$ cat src/rtl/sevenseg_scan_driver.sv
// rtl/sevenseg_scan_driver.sv - 4-digit common-anode 7-segment scan driver with frame snapshot and field blink
module sevenseg_scan_driver #(
    parameter int REFRESH_DIV = 50000,
    parameter int BLINK_DIV   = 25000000
) (
    input  logic       clk,
    input  logic       rst,
    input  logic [3:0] minutes_1,
    input  logic [3:0] minutes_0,
    input  logic [3:0] seconds_1,
    input  logic [3:0] seconds_0,
    input  logic       adj,
    input  logic       sel,
    output logic [3:0] an,
    output logic [6:0] seg,
    output logic       dp
);

    localparam int RW = (REFRESH_DIV > 1) ? $clog2(REFRESH_DIV) : 1;
    localparam int BW = (BLINK_DIV > 1) ? $clog2(BLINK_DIV) : 1;

    logic [RW-1:0] r_cnt;
    logic [1:0]    r_idx;
    logic [15:0]   r_snap;
    logic [BW-1:0] r_bcnt;
    logic          r_boff;
    logic [3:0]    r_an;
    logic [6:0]    r_seg;
    logic          r_dp;

    logic          w_tick;
    logic          w_btc;
    logic [3:0]    w_digit;
    logic [6:0]    w_seg_raw;
    logic          w_blank;
    logic [3:0]    w_an;
    logic [6:0]    w_seg;
    logic          w_dp;

    assign w_tick = (r_cnt == RW'(REFRESH_DIV - 1));
    assign w_btc  = (r_bcnt == BW'(BLINK_DIV - 1));

    always_comb begin
        w_digit   = r_snap[3:0];
        w_seg_raw = 7'h3F;
        case (r_idx)
            2'd0: w_digit = r_snap[3:0];
            2'd1: w_digit = r_snap[7:4];
            2'd2: w_digit = r_snap[11:8];
            2'd3: w_digit = r_snap[15:12];
            default: w_digit = r_snap[3:0];
        endcase
        case (w_digit)
            4'd0: w_seg_raw = 7'h40;
            4'd1: w_seg_raw = 7'h79;
            4'd2: w_seg_raw = 7'h24;
            4'd3: w_seg_raw = 7'h30;
            4'd4: w_seg_raw = 7'h19;
            4'd5: w_seg_raw = 7'h12;
            4'd6: w_seg_raw = 7'h02;
            4'd7: w_seg_raw = 7'h78;
            4'd8: w_seg_raw = 7'h00;
            4'd9: w_seg_raw = 7'h10;
            default: w_seg_raw = 7'h3F;
        endcase
        // Gating with adj makes the output unblank on the same edge adj drops.
        w_blank = adj && r_boff && (sel ? ~r_idx[1] : r_idx[1]);
        w_an    = ~(4'b0001 << r_idx);
        w_seg   = w_blank ? 7'h7F : w_seg_raw;
        w_dp    = w_blank ? 1'b1 : (r_idx != 2'd2);
    end

    always_ff @(posedge clk) begin
        if (rst) begin
            r_cnt  <= '0;
            r_idx  <= 2'd0;
            r_snap <= 16'h0000;
            r_bcnt <= '0;
            r_boff <= 1'b0;
            r_an   <= 4'hF;
            r_seg  <= 7'h7F;
            r_dp   <= 1'b1;
        end else begin
            r_cnt <= w_tick ? '0 : r_cnt + 1'b1;
            if (w_tick) begin
                r_idx <= r_idx + 2'd1;
            end
            // Load only at frame boundary so one frame never mixes old and new digits.
            if (w_tick && (r_idx == 2'd3)) begin
                r_snap <= {minutes_1, minutes_0, seconds_1, seconds_0};
            end
            if (!adj) begin
                r_bcnt <= '0;
                r_boff <= 1'b0;
            end else if (w_btc) begin
                r_bcnt <= '0;
                r_boff <= ~r_boff;
            end else begin
                r_bcnt <= r_bcnt + 1'b1;
            end
            r_an  <= w_an;
            r_seg <= w_seg;
            r_dp  <= w_dp;
        end
    end

    assign an  = r_an;
    assign seg = r_seg;
    assign dp  = r_dp;

endmodule

$ cat config.mk
export PLATFORM = sky130hd
export DESIGN_NAME = sevenseg_scan_driver
export DESIGN_NICKNAME = d
export VERILOG_FILES = /design/src/rtl/sevenseg_scan_driver.sv
export SDC_FILE = /design/constraint.sdc
export NUM_CORES = 1
export LEC_CHECK = 0
export BUFFER_PORTS_ARGS = -buffer_cell sky130_fd_sc_hd__buf_4
export CAP_MARGIN = 25
export CORE_ASPECT_RATIO = 1.75
export CORE_MARGIN = 1
export CORE_UTILIZATION = 57
export DETAILED_ROUTE_END_ITERATION = 8
export PLACE_DENSITY = 0.78
export SYNTH_ARGS = -nofsm -noshare
export SYNTH_HDL_FRONTEND = slang
export SYNTH_SLANG_ARGS = --single-unit
$ cat constraint.sdc
create_clock -name clk -period 3.07 [get_ports clk]
set_clock_uncertainty 0.05 [all_clocks]
set_input_delay 0.1535 -clock clk [delete_from_list [all_inputs] [get_ports clk]]
set_output_delay 0.1535 -clock clk [all_outputs]
set_load 0.05 [all_outputs]
== Yosys cells after proc, flatten, opt, wreduce, memory -nomap -nowiden ==
Memory sizes are Yosys's and may differ from the RTL's. A register that Yosys moved wholly into a read port is not among the register bits.
Index checks and enable logic that the tools add are counted.

* Memories: 1
* Register bits: 65
* ROM bits: 112
* Word-level logic and storage cells: 32
* Output and inout port bits: 12
* Bits in latches: 0
* Memory bits (writable): 0

{| class="wikitable"
|+ Memories
! memory !! words !! width !! read ports !! clocked after memory_dff !! wr ports !! line !! RTL
|-
| (no name shown) || 16 || 7 || 1 || 1 || 0 || 53 || <nowiki>case (w_digit)</nowiki>
|}

* Eq/ne operators: 6
* Multipliers: 0
* Add/subtract/negate cells: 3
* Div/mod/pow operators: 0
* Multiplexer cells: 2
* $lt $le $gt $ge: 0
* Bitwise gates (word level): 4
* Shift-type cells: 1
* Reductions and logical operators: 8

{| class="wikitable"
|+ Operator list
! kind !! number
|-
| adder 25 x 1 -> 25 bit (second input constant) || 1
|-
| equality test 25 bit (second input constant) || 1
|-
| adder 16 x 1 -> 16 bit (second input constant) || 1
|-
| equality test 16 bit (second input constant) || 1
|-
| case mux 4 bit (4 select lines) || 1
|-
| OR reduction 2 bit || 3
|-
| equality test 2 bit (second input constant) || 2
|-
| NOT 4 bit || 1
|-
| << shifter 1 x 2 -> 4 bit (first input constant) || 1
|-
| logical AND 1 bit || 3
|-
| NOT 1 bit || 3
|-
| OR reduction 3 bit || 1
|-
| adder 2 x 1 -> 2 bit (second input constant) || 1
|-
| equality test 2 x 1 -> 1 bit (second input constant) || 1
|-
| zero test 2 bit || 1
|-
| != test 2 bit (second input constant) || 1
|-
| 2-to-1 mux 1 bit || 1
|}

== Longest topological paths before layout ==
* Word-level depth: 4
* Mapped depth: 9
* Depth with buffers taken out: 9

== Worst setup path after synthesis ==
OpenSTA, ideal clock, no wires.

* Path kind: register -> register
* From: reg r_idx[0]
* To: reg r_seg[3], in the netlist seg[3]
* Data arrival time: 2007 ps
* Path buffers: 1
* Stages on the path, launching flop included: 10
* Setup slack: 885 ps
* Cells stage by stage: dfxtp_1 > inv_1 > ha_1 > clkbuf_1 > mux2i_1 > inv_1 > ha_1 > inv_1 > o21ai_0 > nand3_1

* Longest elaborated chain between the ends: 2
* Elaborated cells on any way between the ends: 5
* Those cells by class: eq/ne: 3; mux: 1; reduce/logical: 1

{| class="wikitable"
|+ RTL lines
! item !! line !! RTL
|-
| start: declaration || 23 || <nowiki>logic [1:0] r_idx;</nowiki>
|-
| start signal: assignment || 86 || <nowiki>r_idx <= r_idx + 2'd1;</nowiki>
|-
| equality test 2 bit (tied with other cells) || 46 || <nowiki>case (r_idx)</nowiki>
|-
| case mux 4 bit (4 select lines) * || 46 ||
|-
| end: declaration || 28 || <nowiki>logic [6:0] r_seg;</nowiki>
|}

Every way passes the cells marked *; elsewhere a longest branch is shown, timed or not.
A chain may end at the register's enable or synchronous reset.

== Final worst setup path ==
* From: reg r_idx[1]
* To: reg r_seg[0], in the netlist seg[0]

* Longest elaborated chain between the ends: 4
* Elaborated cells on any way between the ends: 9
* Those cells by class: eq/ne: 3; mux: 2; bitwise: 1; reduce/logical: 3

{| class="wikitable"
|+ RTL lines
! item
|-
| parallel branches: the longest is 4 deep, another holds case mux 4 bit (4 select lines)
|}

Several ways; the timed one is not identified.

==> out/results.ini <==
[timing]
post-route-min-period_ps=2430
finalHoldViolCount=0
whs_ps=17.20
slew_violations=0
worstMarginPinSlew_ps=786.7
fin_ws_ps=639.7
tns_ps=0
fmax_ghz=0.4115
slew-limit-headroom_pct=46.05
rsz0062_at_grt=no
fin_crit_sh_pct=79.16
setup_violations=0

[logic_synthesis]
synth_top_area_cell=dfxtp_1
syn_inst=370
synth_area_um2=3287
syn_area_per_cell_um2=8.884
syn_nets=400
async_flop_share_pct=0
ys_seq_area_share_pct=43.85
synthFlopType=dfxtp_1
yosys_register_bits=72
synth_edf_count=0
yosys.area.top_type_share_pct=43.85
yosys_warnings=0
synthDistinctLibCells=51
ys_top_cells_by_area=dfxtp_1 44%, nand4_1 5.1%, xnor2_1 4.8%, a21oi_1 4.4%, nor2_1 4.0%

[floorplan]
die_w_um=59.41
chipHeight_um=102.5
dieArea_um2=6086
core_area_um2=5540
initial_core_util_pct=59.33
pin_count=32
num_rows=36

[clock_tree]
cts_resized=0
cts_buffers=9
h-tree-depth=3
clockBufferDepth=2
clock_latency_ps=350
cts_setup_buffers=0
clk_pin_slew_worst_paths_ps=70
cts.sinks=72
clockRootBuffer=clkbuf_8
hold_buffers=0
cts_tree=done

[place]
dp_hpwl_mm=4.571
place.gp.congestion=0.8876
dp_worst_setup_slack_ps=685.9
io_buffer_count=31

[power]
power.density_nw_per_um2=458.8
pwr-share-seq_pct=55.3
swShare_pct=22.23
leakagePower_uw=0.001265
ir_worst_vdd_v=0.0002489
power_frac_clock_pct=40.3
p_sw_uw=381.3
p_comb_share_pct=4.4
internal_power_uw=1334

[status]
outcome=complete, no violations

[grt]
antenna_found_initial=0
grt.total_usage_pct=24.19
grt_pass1_vias=2600
grt_pass1_wl_mm=11.18
grt_max_degree=26
overflow=0

[job]
cap_viol_max_count=0

[hold_path]
hp-class=in2reg
hold_start=seconds_0[1]
hold_path_end=r_snap[1]
whs_path_depth=3

[detailed_routing]
drt_first_iter_violations=160
post-route-drc-count=0
dr.pass1.iters=4
detail-route-antenna-nets=0
vias_per_cell=5.667
vias=2726
routed_wl_mm=6.632
wl_per_cell_um=13.79

[setup_path]
critPathCaptureType=flop
critPathLaunchType=flop
reg2reg_from=r_idx[1]
path_class=reg2reg
reg2reg_to=seg[0]
ff2ff_setup_slack_ps=640
crit_path_max_fanout=7
required_ps=3310
reg2regPathDepth=7
cp.arrival_ps=2670

[final_layout]
nNetsFinal=430
final_common_cell=dfxtp_1
drive_gt1_share_pct=15.80
mostFrequentLayoutCells=72 x dfxtp_1, 38 x buf_4, 35 x nor2_1
diodes=0
area_growth_pct=13.74

power groups by stage:
stage / Sequential (uW) / Clock, uW / Combinational (uW)
after global placement: 970 / 0 / 75.1
after CTS: 949 / 703 / 75.9
after detailed placement: 970 / 0 / 75.2
after global routing: 950 / 743 / 81.5
final: 949 / 691 / 75.2
after floorplan: 987 / 0 / 27.6
sequential cells by signal (all words and copies together) (netlist names):
name	flops
r_bcnt	25
r_cnt	16
r_snap	16
seg	7
an	4
r_idx	2
dp	1
r_boff	1
synthesized netlist by cell type (2+ instances only):
cell and n:
a211oi_1 2, a21boi_0 2, a21oi_1 29, a222oi_1 4, and3_1 4, and4_1 3
buf_2 3, buf_6 3, clkbuf_1 11, dfxtp_1 72, ha_1 10, inv_1 15
mux2i_1 4, nand2_1 15, nand2b_1 4, nand3_1 18, nand4_1 27, nor2_1 35
nor3_1 5, nor4_1 6, o21ai_0 23, o21ai_1 8, o31ai_1 2, or3_1 9
or4_1 3, or4b_4 2, xnor2_1 18, xor2_1 10
stage by stage:
| step | power (uW) | area (um^2) | util, % | instances |
|---|---|---|---|---|
| finish | 1715 | 3739 | 67.48 | 481 |
| global route | 1775 | 3739 | 67.48 | 481 |
| CTS | 1728 | 3739 | 67.48 | 481 |
| detailed placement | 1046 | 3553 | 64.14 | 465 |
| global placement | 1045 | 3553 | 64.14 | 465 |
| floorplan | 1015 | 3287 | - | 370 |
cells by family after synthesis:
logic type / count (synthesis) / share of synthesized area [%]
simple gates: 144 / 24.71
compound gates: 77 / 13.44
flops: 72 / 43.85
buf+inv: 34 / 5.177
xor+xnor: 28 / 7.461
fa+ha+maj: 10 / 3.807
mux: 5 / 1.561
cell type report:
class                           count  area (um^2)
Clock buffer                       14        172.7
Fill cell                         489         1802
Clock inverter                      2        12.51
Timing Repair Buffer               38        285.3
Inverter                           15        56.30
Sequential cell                    72         1441
Multi-Input combinational cell    264         1675
Tap cell                           76        95.09
worst max-delay path by stage:
stage	endpoint	startpoint	slack [ps]	cells past startpoint
2_1_floorplan	seg[3]	r_idx[0]	880	9
3_3_place_gp	seg[3]	r_idx[0]	760	7
3_5_place_dp	seg[0]	r_idx[1]	690	7
4_1_cts	seg[0]	r_idx[1]	650	7
5_1_grt	seg[0]	r_idx[1]	550	6
6_report	seg[0]	r_idx[1]	640	7
critical path: stages, from the launching register on:
cell	delay, ps
dfxtp_1	410
inv_1	100
ha_1	250
a222oi_1	290
mux2i_1	270
buf_4	230
or4b_2	680
nand3_1	90
routing by layer:
layer  vias to the layer above  track usage [%]  wire [um]
met3                        15            2.911        193
met2                        52            42.70       3574
met4                         0            16.12        204
li1                       1403                -          -
met1                      1256            26.19       2660
met5                         -                0          0
No activity file was read; power rests on OpenSTA's default activity.
